File: src/rtl/pwm_duty_ramp_sequencer.sv
// rtl/pwm_duty_ramp_sequencer.sv - duty ramp sequencer feeding pwm_controller.duty
module pwm_duty_ramp_sequencer #(
    parameter int unsigned STEP_CYCLES = 80_000,
    parameter int unsigned DUTY_W      = 4,
    parameter int unsigned DUTY_RST    = 0
) (
    input  logic              clk,
    input  logic              rst,
    input  logic              cmd_valid,
    output logic              cmd_ready,
    input  logic [DUTY_W-1:0] cmd_target,
    input  logic [3:0]        cmd_rate,
    input  logic              abort,
    output logic [DUTY_W-1:0] duty,
    output logic              busy,
    output logic              done
);

    localparam int unsigned       TW        = $clog2(STEP_CYCLES);
    localparam logic [TW-1:0]     STEP_LAST = TW'(STEP_CYCLES - 1);
    localparam logic [DUTY_W-1:0] DUTY_INIT = DUTY_W'(DUTY_RST);

    typedef enum logic [1:0] {
        ST_IDLE,
        ST_RAMP,
        ST_DONE
    } state_e;

    state_e            state_q, state_d;
    logic [DUTY_W-1:0] duty_q, duty_d;
    logic [DUTY_W-1:0] target_q, target_d;
    logic [3:0]        rate_q, rate_d;
    logic              up_q, up_d;
    logic [TW-1:0]     timer_q, timer_d;
    logic [3:0]        intv_q, intv_d;

    logic              step_wrap;
    logic              step_now;
    logic [DUTY_W-1:0] duty_step;

    always_ff @(posedge clk or negedge rst) begin
        if (!rst) begin
            state_q  <= ST_IDLE;
            duty_q   <= DUTY_INIT;
            target_q <= DUTY_INIT;
            rate_q   <= '0;
            up_q     <= 1'b0;
            timer_q  <= '0;
            intv_q   <= '0;
        end else begin
            state_q  <= state_d;
            duty_q   <= duty_d;
            target_q <= target_d;
            rate_q   <= rate_d;
            up_q     <= up_d;
            timer_q  <= timer_d;
            intv_q   <= intv_d;
        end
    end

    // A step fires on the timer wrap that closes the last interval of the rate.
    assign step_wrap = (timer_q == STEP_LAST);
    assign step_now  = step_wrap && (intv_q == (rate_q - 4'd1));
    assign duty_step = up_q ? (duty_q + DUTY_W'(1)) : (duty_q - DUTY_W'(1));

    always_comb begin
        state_d  = state_q;
        duty_d   = duty_q;
        target_d = target_q;
        rate_d   = rate_q;
        up_d     = up_q;
        timer_d  = timer_q;
        intv_d   = intv_q;

        case (state_q)
            ST_IDLE: begin
                if (cmd_valid) begin
                    target_d = cmd_target;
                    rate_d   = cmd_rate;
                    up_d     = (cmd_target > duty_q);
                    timer_d  = '0;
                    intv_d   = '0;
                    if (cmd_target == duty_q) begin
                        state_d = ST_DONE;
                    end else if (cmd_rate == 4'd0) begin
                        duty_d  = cmd_target;
                        state_d = ST_DONE;
                    end else begin
                        state_d = ST_RAMP;
                    end
                end
            end

            ST_RAMP: begin
                if (step_wrap) begin
                    timer_d = '0;
                    if (step_now) begin
                        intv_d = '0;
                        duty_d = duty_step;
                        if (duty_step == target_q) begin
                            state_d = ST_DONE;
                        end
                    end else begin
                        intv_d = intv_q + 4'd1;
                    end
                end else begin
                    timer_d = timer_q + TW'(1);
                end
                // A step landing on the abort edge is still taken; only the done pulse is lost.
                if (abort) begin
                    state_d = ST_IDLE;
                    timer_d = '0;
                    intv_d  = '0;
                end
            end

            ST_DONE: begin
                state_d = ST_IDLE;
            end

            default: begin
                state_d = ST_IDLE;
            end
        endcase
    end

    assign duty      = duty_q;
    assign cmd_ready = (state_q == ST_IDLE);
    assign busy      = (state_q != ST_IDLE);
    assign done      = (state_q == ST_DONE);

endmodule
File: config.mk
export PLATFORM = sky130hd
export DESIGN_NAME = pwm_duty_ramp_sequencer
export DESIGN_NICKNAME = d
export VERILOG_FILES = /design/src/rtl/pwm_duty_ramp_sequencer.sv
export SDC_FILE = /design/constraint.sdc
export NUM_CORES = 1
export LEC_CHECK = 0
export CORE_MARGIN = 3
export CORE_UTILIZATION = 50
export CTS_CLUSTER_DIAMETER = 60
export DETAILED_ROUTE_END_ITERATION = 6
export PLACE_DENSITY = 0.71
export SLEW_MARGIN = 20
export SYNTH_ARGS = -nofsm -noshare
export SYNTH_HDL_FRONTEND = slang
export SYNTH_SLANG_ARGS = --single-unit
File: constraint.sdc
create_clock -name clk -period 3.15 [get_ports clk]
set_clock_uncertainty 0.1 [all_clocks]
set_input_delay 0.315 -clock clk [delete_from_list [all_inputs] [get_ports clk]]
set_output_delay 0.315 -clock clk [all_outputs]
set_load 0.05 [all_outputs]
Word level (Yosys, flattened, before mapping)
Index checks and enable logic that the tools add are counted.
- $add $sub $neg: 5
- magnitude comparators: 1
- equality and inequality tests: 14
- multiplexer cells: 24
- reduce and logical (&&, ||, !) cells: 10
- operators with widths (operator ; number):
    two-way mux 17 bit ; 3
    two-way mux 4 bit ; 10
    one-hot mux 17 bit (2 select lines) ; 1
    adder 17 x 1 -> 17 bit (second input constant) ; 1
    == test 17 bit (second input constant) ; 1
    one-hot mux 4 bit (2 select lines) ; 2
    two-way mux 2 bit ; 7
    == test 4 bit ; 3
    inequality test 3 bit (second input constant) ; 3
    adder 4 x 1 -> 4 bit (second input constant) ; 2
    inequality test 2 bit (second input constant) ; 4
    subtractor 4 x 1 -> 4 bit (second input constant) ; 2
    AND reduction 6 bit ; 1
    greater-than comparator 4 bit ; 1
    zero test 4 bit ; 1
    one-hot mux 2 bit (2 select lines) ; 1
    AND reduction 2 bit ; 2
    AND reduction 4 bit ; 1
    nonzero test 2 bit ; 2
    AND reduction 3 bit ; 1
    == test 2 x 1 -> 1 bit (second input constant) ; 1
    == test 2 bit (second input constant) ; 1
    zero test 2 bit ; 1
    inequality test 2 x 1 -> 1 bit (second input constant) ; 1
    logical AND 1 bit ; 1
- flip-flop bits (word level): 36
- bits of input ports: 12
- output and inout bits: 7
- word-level logic and storage cells: 61

Depth between registers and ports, before layout
- depth in word-level cells: 8
- gate-level depth with buffers: 8
- depth with buffers taken out: 8

Worst setup path after synthesis
Ideal clock, no wire load.
- path kind: reg-to-reg
- from: register state_q[0]
- to: register intv_q[2]
- library setup time: 121 ps
- data arrival time: 2134 ps
- data required time: 2929 ps
- setup slack: 795 ps
- cell stages (with the launch flop): 6
- buffers on the path: 0
- period minus slack after synthesis: 2355 ps
- cell sequence: dfrtp_1 -> nor2_1 -> inv_1 -> o21ai_2 -> or3b_1 -> o2bb2ai_1
- longest elaborated chain between the ends: 3
- elaborated cells on any way between the ends: 7
- those cells by class: eq/ne (3); mux (1); reduce/logical (3)
- ends and longest elaborated chain (what ; RTL line ; text):
    start: declaration ; 29 ; state_e state_q, state_d;
    start signal: assignment ; 51 ; state_q <= state_d;
    zero test 2 bit * ; -- ;
    named net cmd_ready ; 10 ; output logic cmd_ready,
    inequality test 2 bit (no source line) / nonzero test 2 bit (equally long branches) ; -- ;
    AND reduction 3 bit (no source line) ; -- ;
    end signal: assignment ; 57 ; intv_q <= intv_d;
    end: declaration ; 35 ; logic [3:0] intv_q, intv_d;
The timed path passes the listed nets; every way through them passes the cells marked *.
A chain may end at the register's enable or synchronous reset.

Worst setup path in the final report
- from: register timer_q[10]
- to: register timer_q[10]
- longest elaborated chain between the ends: 4
- elaborated cells on any way between the ends: 5
- those cells by class: add/sub (1); eq/ne (1); mux (3)
- ends and longest elaborated chain (what ; RTL line ; text):
    start: declaration ; 34 ; logic [TW-1:0] timer_q, timer_d;
    start signal: assignment ; 56 ; timer_q <= timer_d;
    adder 17 x 1 -> 17 bit / == test 17 bit (equally long branches) ; 107, 62 ;
    two-way mux 17 bit * ; 95 ; if (step_wrap) begin
    two-way mux 17 bit * ; 110 ; if (abort) begin
    one-hot mux 17 bit (2 select lines) * ; 75 ; case (state_q)
Every way passes the cells marked *; elsewhere a longest branch is shown, timed or not.

==> run_results.csv <==
group,metric,value,unit
power,power.leakage,1.04,nW
drt,met2_length,1830,um
setup_path,critPathCaptureType,"flop",
setup_path,crit_type,"flop to flop",
clock_tree,clockBufferDepth,2,
finish,area_growth,15.2,%
timing,relSlewSlack,47.0,%
clock_tree,htreeDepth,2,
finish,antenna_cells,0,
setup_path,ff2ff_setup_slack,0.68,ns
floorplan,dieArea,5000,um2
timing,finalHoldViolations,0,
floorplan,rows,22,
clock_tree,cts_hold_buf,0,
drt,wire_per_inst,14.5,um
setup_path,required,3.22,ns
floorplan,die_h,70.7,um
timing,rsz0062_at_grt,"no",
place,gp_congestion,0.832,
drt,ant_nets,0,
yosys,ys_types,45,
clock_tree,cts_made_buffers,5,
grt,grt.overflow.total,0,
timing,finalMaxSlewViolations,0,
setup_path,start_kind,"flop",
grt,grt_pass1_wl,7090,um
min_path,hold_class,"primary input to asynchronous set/reset pin",
clock_tree,post_cts_resize_count,0,
setup_path,crit_path_max_fanout,10,
yosys,ys_ff_latch,36,
place,pre_cts_ws,0.676,ns
yosys,synth_edf_count,0,
yosys,ys.warnings.count,0,
drt,drt-met1-wl,2080,um
timing,timing.final.setup_violations,0,
grt,grt_pass1_vias,1529,
floorplan,die-width,70.7,um
finish,final_nets,260,
timing,finalSetupTns,0,ns
timing,finalWorstSetupSlack,0.684,ns
yosys,syn_nets,238,
clock_tree,clk-insertion-delay-late,0.29,ns
clock_tree,clock_sinks,36,
setup_path,worstPathArrival,2.54,ns
floorplan,initial_core_util,54.4,%
floorplan,core_area,3850,um2
yosys,synth_async_sr_flop_share,100,%
finish,final_cell_mix,"dfrtp_1, nor2_1, clkdlybuf4s50_1",
drt,met3_length,163,um
yosys,syn_area_per_cell,9.70,um2
drt,dr_total_vias,1626,
place,portBuffers,18,
grt,antenna_found_initial,0,
drt,first_iter_violations,126,
yosys,ys_seq_area_share,43.0,%
drt,viasPerCell,5.69,
yosys,syn-cell-area,2100,um2
timing,tightest_slew,0.795,ns
drt,firstDrtPassIters,6,
timing,min_period,2.47,ns
drt,drc,0,
timing,period_share,78.3,%
yosys,dominantRegCellSynth,"dfrtp_1",
floorplan,io_pins,19,
finish,drive_above_1_share,9.66,%
finish,n_fill_cell,336,
power,ir_worst_vdd,0.648,mV
run,cap_violations,0,
finish,final_cell_count_no_fill,286,
clock_tree,cts_tree,"done",
place,dpl.hpwl,3100,um
drt,wirelength,4140,um
outcome,outcome,"complete, no violations",
grt,grt_max_degree,37,
finish,final_common_cell,"dfrtp_1",
clock_tree,cts-root-buf,"clkbuf_8",
clock_tree,clk_pin_slew,0.07,ns
place,dp.cells,279,
yosys,synthCells,216,
drt,top_layer,"met4",
timing,fmax,0.405,GHz
power,powerDensity,887,nW/um2
finish,final_core_util,62.7,%
grt,grtUsageTotal,17.8,%
clock_tree,postCtsSetupBuffers,0,
-- synthesized netlist by cell type (4+ instances only) --
cell type,number,area share (%)
ha_1,9,5.4
nor2_1,24,4.3
nand2_1,16,2.9
nor3_1,4,0.96
xnor2_1,13,5.4
nand3_1,11,2.6
nand4_1,7,2.1
o21ai_0,11,2.6
mux2_2,7,3.8
inv_1,9,1.6
xor2_1,11,4.6
dfrtp_1,36,43
o31ai_1,5,1.8
a21oi_1,6,1.4
-- per-layer routing --
| metal | track usage (%) | up-vias |
|---|---|---|
| met5 | 0 | - |
| met4 | 6.89 | 0 |
| met3 | 3.84 | 8 |
| met2 | 26.5 | 33 |
| met1 | 25.4 | 768 |
| li1 | - | 817 |
-- cells by family after synthesis --
| family | share of synthesized area, % |
|---|---|
| buffers and inverters | 2.92 |
| AOI/OAI and AO/OA | 12.8 |
| xor gates and xnor gates | 10.0 |
| adders and majority gates | 6.33 |
| muxes | 3.76 |
| and+or+nand+nor | 21.1 |
| DFF | 43.0 |
-- critical path, cell delays in order (launching register included) --
cell	delay (ns)
dfrtp_1	0.42
or4_4	0.55
or4_4	0.55
a21oi_2	0.42
o22ai_1	0.15
nand2_1	0.08
o21ai_0	0.07
-- registers in the layout, indices dropped and copies added, names as in the netlist --
register  count
duty          4
intv_q        4
rate_q        4
state_q       2
target_q      4
timer_q      17
up_q          1
-- cell type report --
cell class              instances  area [um2]  area share (%)
inverters                       9        33.8            1.40
repair buffers                 20         190            7.88
well taps                      48        60.1            2.49
flip-flops and latches         36         901            37.3
clock buffers                   7        96.3            3.99
multi-input cells             166        1130            46.9
-- metrics by stage --
step | area, um2 | hold WS, ns | total power [mW]
finish | 2410 | 0.00495 | 2.14
global route | 2410 | 0.0767 | 2.31
CTS | 2410 | 0.0396 | 2.16
detailed placement | 2320 | 0.356 | 1.80
global placement | 2320 | 0.350 | 1.77
floorplan | 2100 | -0.0806 | 1.50
-- power breakdown --
group / switching, mW / internal (mW)
Sequential: 0.119 / 0.574
Combinational: 0.645 / 0.448
Clock: 0.162 / 0.195
Total: 0.925 / 1.22
-- path summary, 6_finish.rpt --
path	end	startpoint	cells after the start
worst max-delay path	timer_q[10]$_DFFE_PN0P_	timer_q[10]$_DFFE_PN0P_	6
min in group clk	target_q[0]$_DFFE_PN0P_	target_q[0]$_DFFE_PN0P_	2
worst min-delay path	timer_q[6]$_DFFE_PN0P_	rst	1
max in group asynchronous	timer_q[15]$_DFFE_PN0P_	rst	1
worst min register to register	target_q[0]$_DFFE_PN0P_	target_q[0]$_DFFE_PN0P_	2
worst max register to register	timer_q[10]$_DFFE_PN0P_	timer_q[10]$_DFFE_PN0P_	6
Note: power is estimated with default switching activity, not from simulation.
